## src/rtl/fft_stage_sequencer.sv

```systemverilog
// Address/twiddle sequencer for an in-place radix-2 DIF FFT driven through one butterfly unit.
// Each stage is N/2 reads, then a drain gap equal to the write-back delay.
module fft_stage_sequencer #(
  parameter  int N        = 64,
  parameter  int BFLY_LAT = 3,
  localparam int AW       = $clog2(N)
) (
  input  logic          clk_i,
  input  logic          rst_i,
  input  logic          start_i,
  output logic          busy_o,
  output logic          done_o,
  output logic [AW-1:0] stage_o,
  output logic          rd_en_o,
  output logic [AW-1:0] rd_addr_a_o,
  output logic [AW-1:0] rd_addr_b_o,
  output logic [AW-2:0] tw_idx_o,
  output logic          wr_en_o,
  output logic [AW-1:0] wr_addr_a_o,
  output logic [AW-1:0] wr_addr_b_o
);

  localparam int D    = BFLY_LAT + 1;
  localparam int HALF = N / 2;
  localparam int CW   = $clog2(D + 1);

  typedef enum logic [1:0] {S_IDLE, S_RUN, S_DRAIN, S_FIN} state_t;

  typedef struct packed {
    logic          en;
    logic [AW-1:0] a;
    logic [AW-1:0] b;
  } wr_t;

  state_t          state_q, state_d;
  logic [AW-1:0]   stage_q, stage_d;
  logic [AW-2:0]   k_q, k_d;
  logic [CW-1:0]   dcnt_q, dcnt_d;
  logic            issue;
  logic            busy_d, done_d;
  logic [AW-1:0]   span, msk, kx, a_d, b_d;
  logic [AW-2:0]   jn, tw_d;
  wr_t [D-1:0]     wr_pipe_q;

  always_comb begin
    state_d = state_q;
    stage_d = stage_q;
    k_d     = k_q;
    dcnt_d  = dcnt_q;
    issue   = 1'b0;
    done_d  = 1'b0;
    case (state_q)
      S_IDLE: begin
        stage_d = '0;
        k_d     = '0;
        if (start_i) begin
          state_d = S_RUN;
          issue   = 1'b1;
        end
      end
      S_RUN: begin
        if (k_q == (AW-1)'(HALF - 1)) begin
          state_d = S_DRAIN;
          dcnt_d  = '0;
        end else begin
          k_d   = k_q + 1'b1;
          issue = 1'b1;
        end
      end
      S_DRAIN: begin
        if (dcnt_q == CW'(D - 1)) begin
          if (stage_q == AW'(AW - 1)) begin
            state_d = S_FIN;
            done_d  = 1'b1;
          end else begin
            state_d = S_RUN;
            stage_d = stage_q + 1'b1;
            k_d     = '0;
            issue   = 1'b1;
          end
        end else begin
          dcnt_d = dcnt_q + 1'b1;
        end
      end
      S_FIN: begin
        state_d = S_IDLE;
        stage_d = '0;
      end
      default: state_d = S_IDLE;
    endcase
    busy_d = (state_d != S_IDLE);

    // span is a power of two, so g/j split is a mask: a = (k with j cleared)*2 + j
    span = AW'(HALF) >> stage_d;
    msk  = span - 1'b1;
    kx   = {1'b0, k_d};
    jn   = k_d & msk[AW-2:0];
    a_d  = issue ? (((kx & ~msk) << 1) | (kx & msk)) : '0;
    b_d  = issue ? (a_d | span) : '0;
    tw_d = issue ? (jn << stage_d) : '0;
  end

  always_ff @(posedge clk_i or posedge rst_i) begin
    if (rst_i) begin
      state_q     <= S_IDLE;
      stage_q     <= '0;
      k_q         <= '0;
      dcnt_q      <= '0;
      busy_o      <= 1'b0;
      done_o      <= 1'b0;
      rd_en_o     <= 1'b0;
      rd_addr_a_o <= '0;
      rd_addr_b_o <= '0;
      tw_idx_o    <= '0;
    end else begin
      state_q     <= state_d;
      stage_q     <= stage_d;
      k_q         <= k_d;
      dcnt_q      <= dcnt_d;
      busy_o      <= busy_d;
      done_o      <= done_d;
      rd_en_o     <= issue;
      rd_addr_a_o <= a_d;
      rd_addr_b_o <= b_d;
      tw_idx_o    <= tw_d;
    end
  end

  // Write-back pipe: D cycles covers RAM read latency plus butterfly latency.
  always_ff @(posedge clk_i or posedge rst_i) begin
    if (rst_i) begin
      wr_pipe_q <= '0;
    end else begin
      wr_pipe_q[0] <= '{en: rd_en_o, a: rd_addr_a_o, b: rd_addr_b_o};
      for (int i = 1; i < D; i++) wr_pipe_q[i] <= wr_pipe_q[i-1];
    end
  end

  assign stage_o     = stage_q;
  assign wr_en_o     = wr_pipe_q[D-1].en;
  assign wr_addr_a_o = wr_pipe_q[D-1].a;
  assign wr_addr_b_o = wr_pipe_q[D-1].b;

endmodule

```

## config.mk

```make
export PLATFORM = sky130hd
export DESIGN_NAME = fft_stage_sequencer
export DESIGN_NICKNAME = d
export VERILOG_FILES = /design/src/rtl/fft_stage_sequencer.sv
export SDC_FILE = /design/constraint.sdc
export NUM_CORES = 1
export LEC_CHECK = 0
export ABC_CLOCK_PERIOD_IN_PS = 6300
export CORE_UTILIZATION = 43
export DETAILED_ROUTE_END_ITERATION = 10
export SYNTH_ARGS = -nofsm -noshare
export SYNTH_HDL_FRONTEND = slang
export SYNTH_SLANG_ARGS = --single-unit
export TNS_END_PERCENT = 1
```

## constraint.sdc

```tcl
create_clock -name clk_i -period 6.3 [get_ports clk_i]
set_clock_uncertainty 0.05 [all_clocks]
set_input_delay 1.575 -clock clk_i [delete_from_list [all_inputs] [get_ports clk_i]]
set_output_delay 1.575 -clock clk_i [all_outputs]
set_load 0.1 [all_outputs]
```

==> results of run 1 <==
area by class of cell:
class / instances / area [sq um] / area share (%)
tap: 99 / 124 / 3.15
clock inverter: 7 / 72.6 / 1.85
sequential: 88 / 2200 / 56.1
clock buffer: 9 / 124 / 3.15
inverter: 13 / 50.0 / 1.27
multi-input combinational: 148 / 938 / 23.9
timing repair buffer: 42 / 418 / 10.6
report_power, final:
group          leakage (uW)  internal [uW]  total (uW)  switching [uW]
Combinational      0.000593           1.55        12.0            10.4
Sequential          0.00101            564         564               0
Clock             0.0000970            156         377             222
Total               0.00170            722         954             232
cell families (layout without fill, tap and decap cells):
family                     count (synthesis)  in the layout  synth area share (%)
and+or+nand+nor                           80             80                  12.7
adders and majority gates                  6              6                  2.25
xor gates and xnor gates                   1              1                 0.263
DFF                                       88             88                  66.1
buffers and inverters                     34             71                  5.75
AOI/OAI and AO/OA                         61             61                  13.0
Yosys cell counts, types with 3 or more instances:
library cell / instances
dfrtp_1: 88
nor2_1: 24
a21oi_1: 19
nand2_1: 18
buf_4: 12
inv_1: 11
o21ai_0: 9
nand3_1: 8
ha_1: 6
nand4_1: 5
a211oi_1: 4
clkbuf_1: 4
nand2b_1: 4
a31oi_1: 3
and2_1: 3
buf_2: 3
nor2b_1: 3
nor3_1: 3
o22ai_1: 3
worst register-to-register path, stage by stage (launching register included):
cell and delay (ns):
dfrtp_1 0.42, ha_1 0.22, ha_1 0.31, nor3b_1 0.40
a311o_1 0.25, a22oi_2 0.15, inv_2 0.13, nand3_1 0.10
nor2_1 0.18, inv_1 0.08, ha_1 0.27, or4_1 0.57
a211o_1 0.32, a21oi_2 0.14
stage by stage:
stage,area (sq um),util [%],std cells
finish,3930,53.3,406
floorplan,3330,-,270
CTS,3930,53.3,406
detailed placement,3730,50.6,390
global route,3930,53.3,406
global placement,3730,50.6,390
sequential cells by signal, summed over array words and instances (netlist names):
signal,count
busy_o,1
dcnt_q,3
done_o,1
k_q,5
rd_addr_a_o,6
rd_addr_b_o,6
rd_en_o,1
stage_o,6
state_q,2
tw_idx_o,5
wr_addr_a_o,6
wr_addr_b_o,6
wr_en_o,1
wr_pipe_q,39
routing by layer:
layer / vias up / share of wire, % / routed length (um)
li1: 993 / - / -
met4: 0 / 1.3 / 76
met3: 6 / 3.4 / 207
met2: 53 / 46 / 2740
met1: 1014 / 50 / 2980
met5: - / 0 / 0
worst max-delay path by stage:
| stage | slack (ns) | cells past startpoint | startpoint | to |
|---|---|---|---|---|
| after detailed placement | 2.66 | 13 | dcnt_q[0] | rd_addr_a_o[4] |
| final | 2.54 | 1 | stage_o[2] | stage_o[2] |
| after global routing | 2.34 | 12 | dcnt_q[0] | rd_addr_a_o[4] |
| after CTS | 2.54 | 1 | stage_o[2] | stage_o[2] |
| after global placement | 2.66 | 7 | start_i | rd_addr_b_o[5] |
| after floorplan | 2.38 | 13 | stage_o[1] | rd_addr_a_o[4] |
cell usage in the layout (no fill, tap or decap), drive strengths merged, types with 2 or more instances in the layout:
cell type      synthesis  layout
and2                   3       3
nand2b                 4       4
nor2                  24      24
nor3                   3       3
clkbuf                 4       9
and4                   2       2
a311oi                 2       2
nor2b                  4       4
inv                   13      16
or3                    2       2
a211oi                 4       4
ha                     6       6
o21ai                  9       9
o211a                  2       2
nand2                 18      18
and3b                  2       2
clkinv                 0       3
a21oi                 20      20
a22oi                  3       3
nand3                  8       8
o22ai                  3       3
a21boi                 2       2
a31oi                  3       3
nand4                  5       5
dfrtp                 88      88
clkdlybuf4s50          0      41
==> flow_summary.ini, run 1 <==
[floorplan]
ios = 42
core_area_sq_um = 7370
rows = 31
die_h_um = 90.0
die_w_um = 90.0
dieArea_sq_um = 8100
initial_core_util_pct = 45.2

[synthesis]
synth_ff_type = dfrtp_1
seq_area_frac_synth_pct = 66.1
synth.area.top_cells = dfrtp_1 66%, a21oi_1 2.9%, buf_4 2.7%
syn_avg_cell_area_sq_um = 12.3
synth_top_area_share_pct = 66.1
yosys_warnings = 0
ys_ff_latch = 88
synth.net_count = 279
synth_edf_count = 0
synth_cells = 270
synth.distinct_cells = 52
synthArstFlopShare_pct = 100
synth.largest_area_cell = dfrtp_1
syn_area_sq_um = 3330

[clock_network]
cts_setup_buffers = 0
tritoncts = yes
cts-hold-fix-buffers = 0
cts_sinks = 88
root_buffer = clkbuf_8
clock_latency_ns = 0.35
cts-buffers-inserted = 9
cts_buffer_depth = 2
cts_htree_levels = 3
clk_pin_slew_ns = 0.10
cts_resized = 0

[detailed_routing]
viasPerCell = 5.09
vias = 2066
wl_per_cell_um = 14.8
first_pass_iters = 4
wirelength_mm = 6.01
detail-route-antenna-nets = 0
drc_errors = 0
first_iter_violations = 92

[global_route]
groute.layer.met3.usage_pct = 3.05
grt.total_usage_pct = 16.4
global_route.usage.met2_pct = 23.5
grt_pass1_wl_mm = 10.4
grt_pass1_vias = 1956
grt_max_degree = 76
antenna_found_initial = 0
grt_overflow = 0
grt.busiest_layer = met1
use_met1_pct = 24.5

[worst_hold_path]
whs_path_depth = 0
hp-class = flop to flop
holdCritStartpoint = wr_pipe_q[2]
hold_end = wr_pipe_q[15]

[critical_path]
crit_buf_inv = 1
cpMaxStageDelayCell = clkdlybuf4s50_1
crit_arrival_ns = 2.13
reg2reg_slack_ns = 2.62
worstRegToRegCells = 13
r2r_start = dcnt_q[0]
cpPeakStageDelay_ns = 1.21
crit_family = buffers and inverters
worstPathRequired_ns = 4.68
cp-start-kind = flop
critPathMaxFanout = 12
reg2reg_to = rd_addr_a_o[4]
critPathCaptureType = output port
path_cells = clkdlybuf4s50_1
worstSetupPathType = flop to output port

[power_and_ir_drop]
p_total_uw = 954
power_leakage_uw = 0.00170
cellPowerDensity_nw_per_um2 = 243
vdd_ir_drop_max_mv = 0.110

[place]
place_hpwl_mm = 4.14
portBuffers = 41
routabilityCongestion = 0.872
place_ws_ns = 2.66

[sta]
slew_headroom_pct = 32.4
fin_tns_setup_ns = 0
setup_slack_ns = 2.54
tightest_slew_ns = 1.01
whs_ns = 0.299
max_freq_ghz = 0.266
setup_viol = 0
period_share_pct = 59.6
final-hold-violation-count = 0
rsz0062_at_grt = false
min_period_ns = 3.76
final-max-slew-violation-count = 0

[cells_and_area]
nNetsFinal = 311
area_delta_synth_final_pct = 17.9
fillers = 657
antenna_cells = 0
drive_gt1_share_pct = 9.12

[run_status]
outcome = completed

[run]
maxCapViolations = 0
Power figures use the tool's default switching activity.
==> run 2: changes to the inputs <==
ABC_CLOCK_PERIOD_IN_PS = 3600   (was 6300)
clock period = 3.6 ns   (was 6.3 ns; I/O delays follow)
==> run 2 against run 1 <==
  * Global-route usage grew 0.40 points
  * Core utilization grew 0.39 points
  * Count of clock-buffer cells in the layout unchanged
  * Design area grew 0.73%
  * Sequential cell count did not move
  * Largest cell class unchanged
  * Largest power group unchanged
==> flow_summary.ini, run 2 (synthesized netlist as in run 1, its figures left out) <==
[clock_network]
cts_setup_buffers = 0
cts-buffers-inserted = 9
cts_sinks = 88
root_buffer = clkbuf_8
cts_buffer_depth = 2
cts-hold-fix-buffers = 0
tritoncts = yes
cts_htree_levels = 3
clk_pin_slew_ns = 0.10
clock_latency_ns = 0.36

[cells_and_area]
area_delta_synth_final_pct = 18.8
final_common_cell = dfrtp_1
largest_reg_flops = 39
fin_util_pct = 53.7
final_cell_count_no_fill = 416
multi_input_comb_area_sq_um = 955
top_register = wr_pipe_q
fillers = 669
final_cell_mix = 84 x dfrtp_1, 42 x buf_4, 23 x nor2_1
nNetsFinal = 321
antenna_cells = 0
drive_gt1_share_pct = 24.6
seq_area_sq_um = 2210

[critical_path]
cp-start-kind = flop
cpMaxStageDelayCell = or4_1
reg2reg_slack_ns = 0.26
path_cells = ha_1 > ha_2 > nand4_1 > a31oi_2 > o211a_1 > and2_1 > nand3_1 > ha_1 > or4_1 > a211o_1 > a21oi_2
cp_common_cell = ha_1
crit_family = simple AND/OR/NAND/NOR gates
worstPathRequired_ns = 3.84
worstSetupPathType = flop to flop
cpPeakStageDelay_ns = 0.55
critPathCaptureType = flop
crit_buf_inv = 0
critPathMaxFanout = 11
crit_arrival_ns = 3.58

[detailed_routing]
first_pass_iters = 4
drc_errors = 0
wl_per_cell_um = 14.9
detail-route-antenna-nets = 0
vias = 2121
viasPerCell = 5.10
wirelength_mm = 6.18
first_iter_violations = 144

[global_route]
grt_overflow = 0
grt_pass1_vias = 2022
antenna_found_initial = 0
grt_max_degree = 89
grt_pass1_wl_mm = 10.5
grt.total_usage_pct = 16.8

[place]
dp_cells = 400
routabilityCongestion = 0.884
place_hpwl_mm = 4.28
place_ws_ns = 0.200
portBuffers = 41

[sta]
rsz0062_at_grt = false
final-hold-violation-count = 0
slew_headroom_pct = 35.8
tightest_slew_ns = 0.960
final-max-slew-violation-count = 0
setup_viol = 0
min_period_ns = 3.34
fin_tns_setup_ns = 0
setup_slack_ns = 0.262
max_freq_ghz = 0.300
period_share_pct = 92.7

[floorplan]
initial_core_util_pct = 45.2
rows = 31
die_h_um = 90.0
ios = 42
dieArea_sq_um = 8100
die_w_um = 90.0
core_area_sq_um = 7370

[worst_hold_path]
hp-class = flop to flop

[run_status]
outcome = completed

[power_and_ir_drop]
power_leakage_uw = 0.00177
vdd_ir_drop_max_mv = 0.169
cellPowerDensity_nw_per_um2 = 421
p_total_uw = 1660

[run]
maxCapViolations = 0
run 2: cell count changes in the layout (fill, tap and decap cells not counted), sizes merged:
| cell | before | now |
|---|---|---|
| buf | 1 | 43 |
| clkdlybuf4s50 | 41 | 9 |
run 2: timing repair:
action,in CTS,in global routing
gates resized for setup,0,4
endpoints found under the setup margin,0,2
endpoints found under the hold margin,0,0
run 2: per-layer routing:
layer	vias up	share of wire [%]	track usage, %	routed length [um]
li1	1026	-	-	-
met5	-	0	0	0
met3	7	4.6	3.89	283
met1	1028	48	24.5	2970
met4	0	1.4	7.39	86
met2	60	46	23.9	2840
run 2: worst paths after layout:
path | depth (start not counted) | startpoint | endpoint
max | 11 | dcnt_q[0] | rd_addr_a_o[4]
min | 0 | wr_pipe_q[21] | wr_pipe_q[34]
max reg2reg | 11 | dcnt_q[0] | rd_addr_a_o[4]
min reg2reg | 0 | wr_pipe_q[21] | wr_pipe_q[34]
max in group asynchronous | 3 | rst_i | stage_o[1]
min in group asynchronous | 3 | rst_i | wr_pipe_q[23]
run 2: worst register-to-register path, stage by stage (launching register included):
cell and delay (ns):
dfrtp_1 0.40, ha_1 0.17, ha_2 0.30, nand4_1 0.20, a31oi_2 0.25, o211a_1 0.27, and2_1 0.24, nand3_1 0.14
ha_1 0.24, or4_1 0.55, a211o_1 0.32, a21oi_2 0.14
run 2: power breakdown:
part           switching [uW]  internal [uW]
logic                    18.6           4.32
clock network             382            272
registers                   0            987
run 2: cell type report:
cell class              count  area share (%)
well taps                  99            3.13
multi-input cells         148            24.1
inverters                  13            1.26
flip-flops and latches     88            55.8
clock inverters             7            1.83
repair buffers             52            10.7
clock buffers               9            3.13
run 2: through the flow:
stage	hold WS, ns	area (sq um)
2_1_floorplan	0.281	3340
3_3_place_gp	0.282	3740
3_5_place_dp	0.285	3740
4_1_cts	0.302	3940
5_1_grt	0.308	3960
6_report	0.300	3960
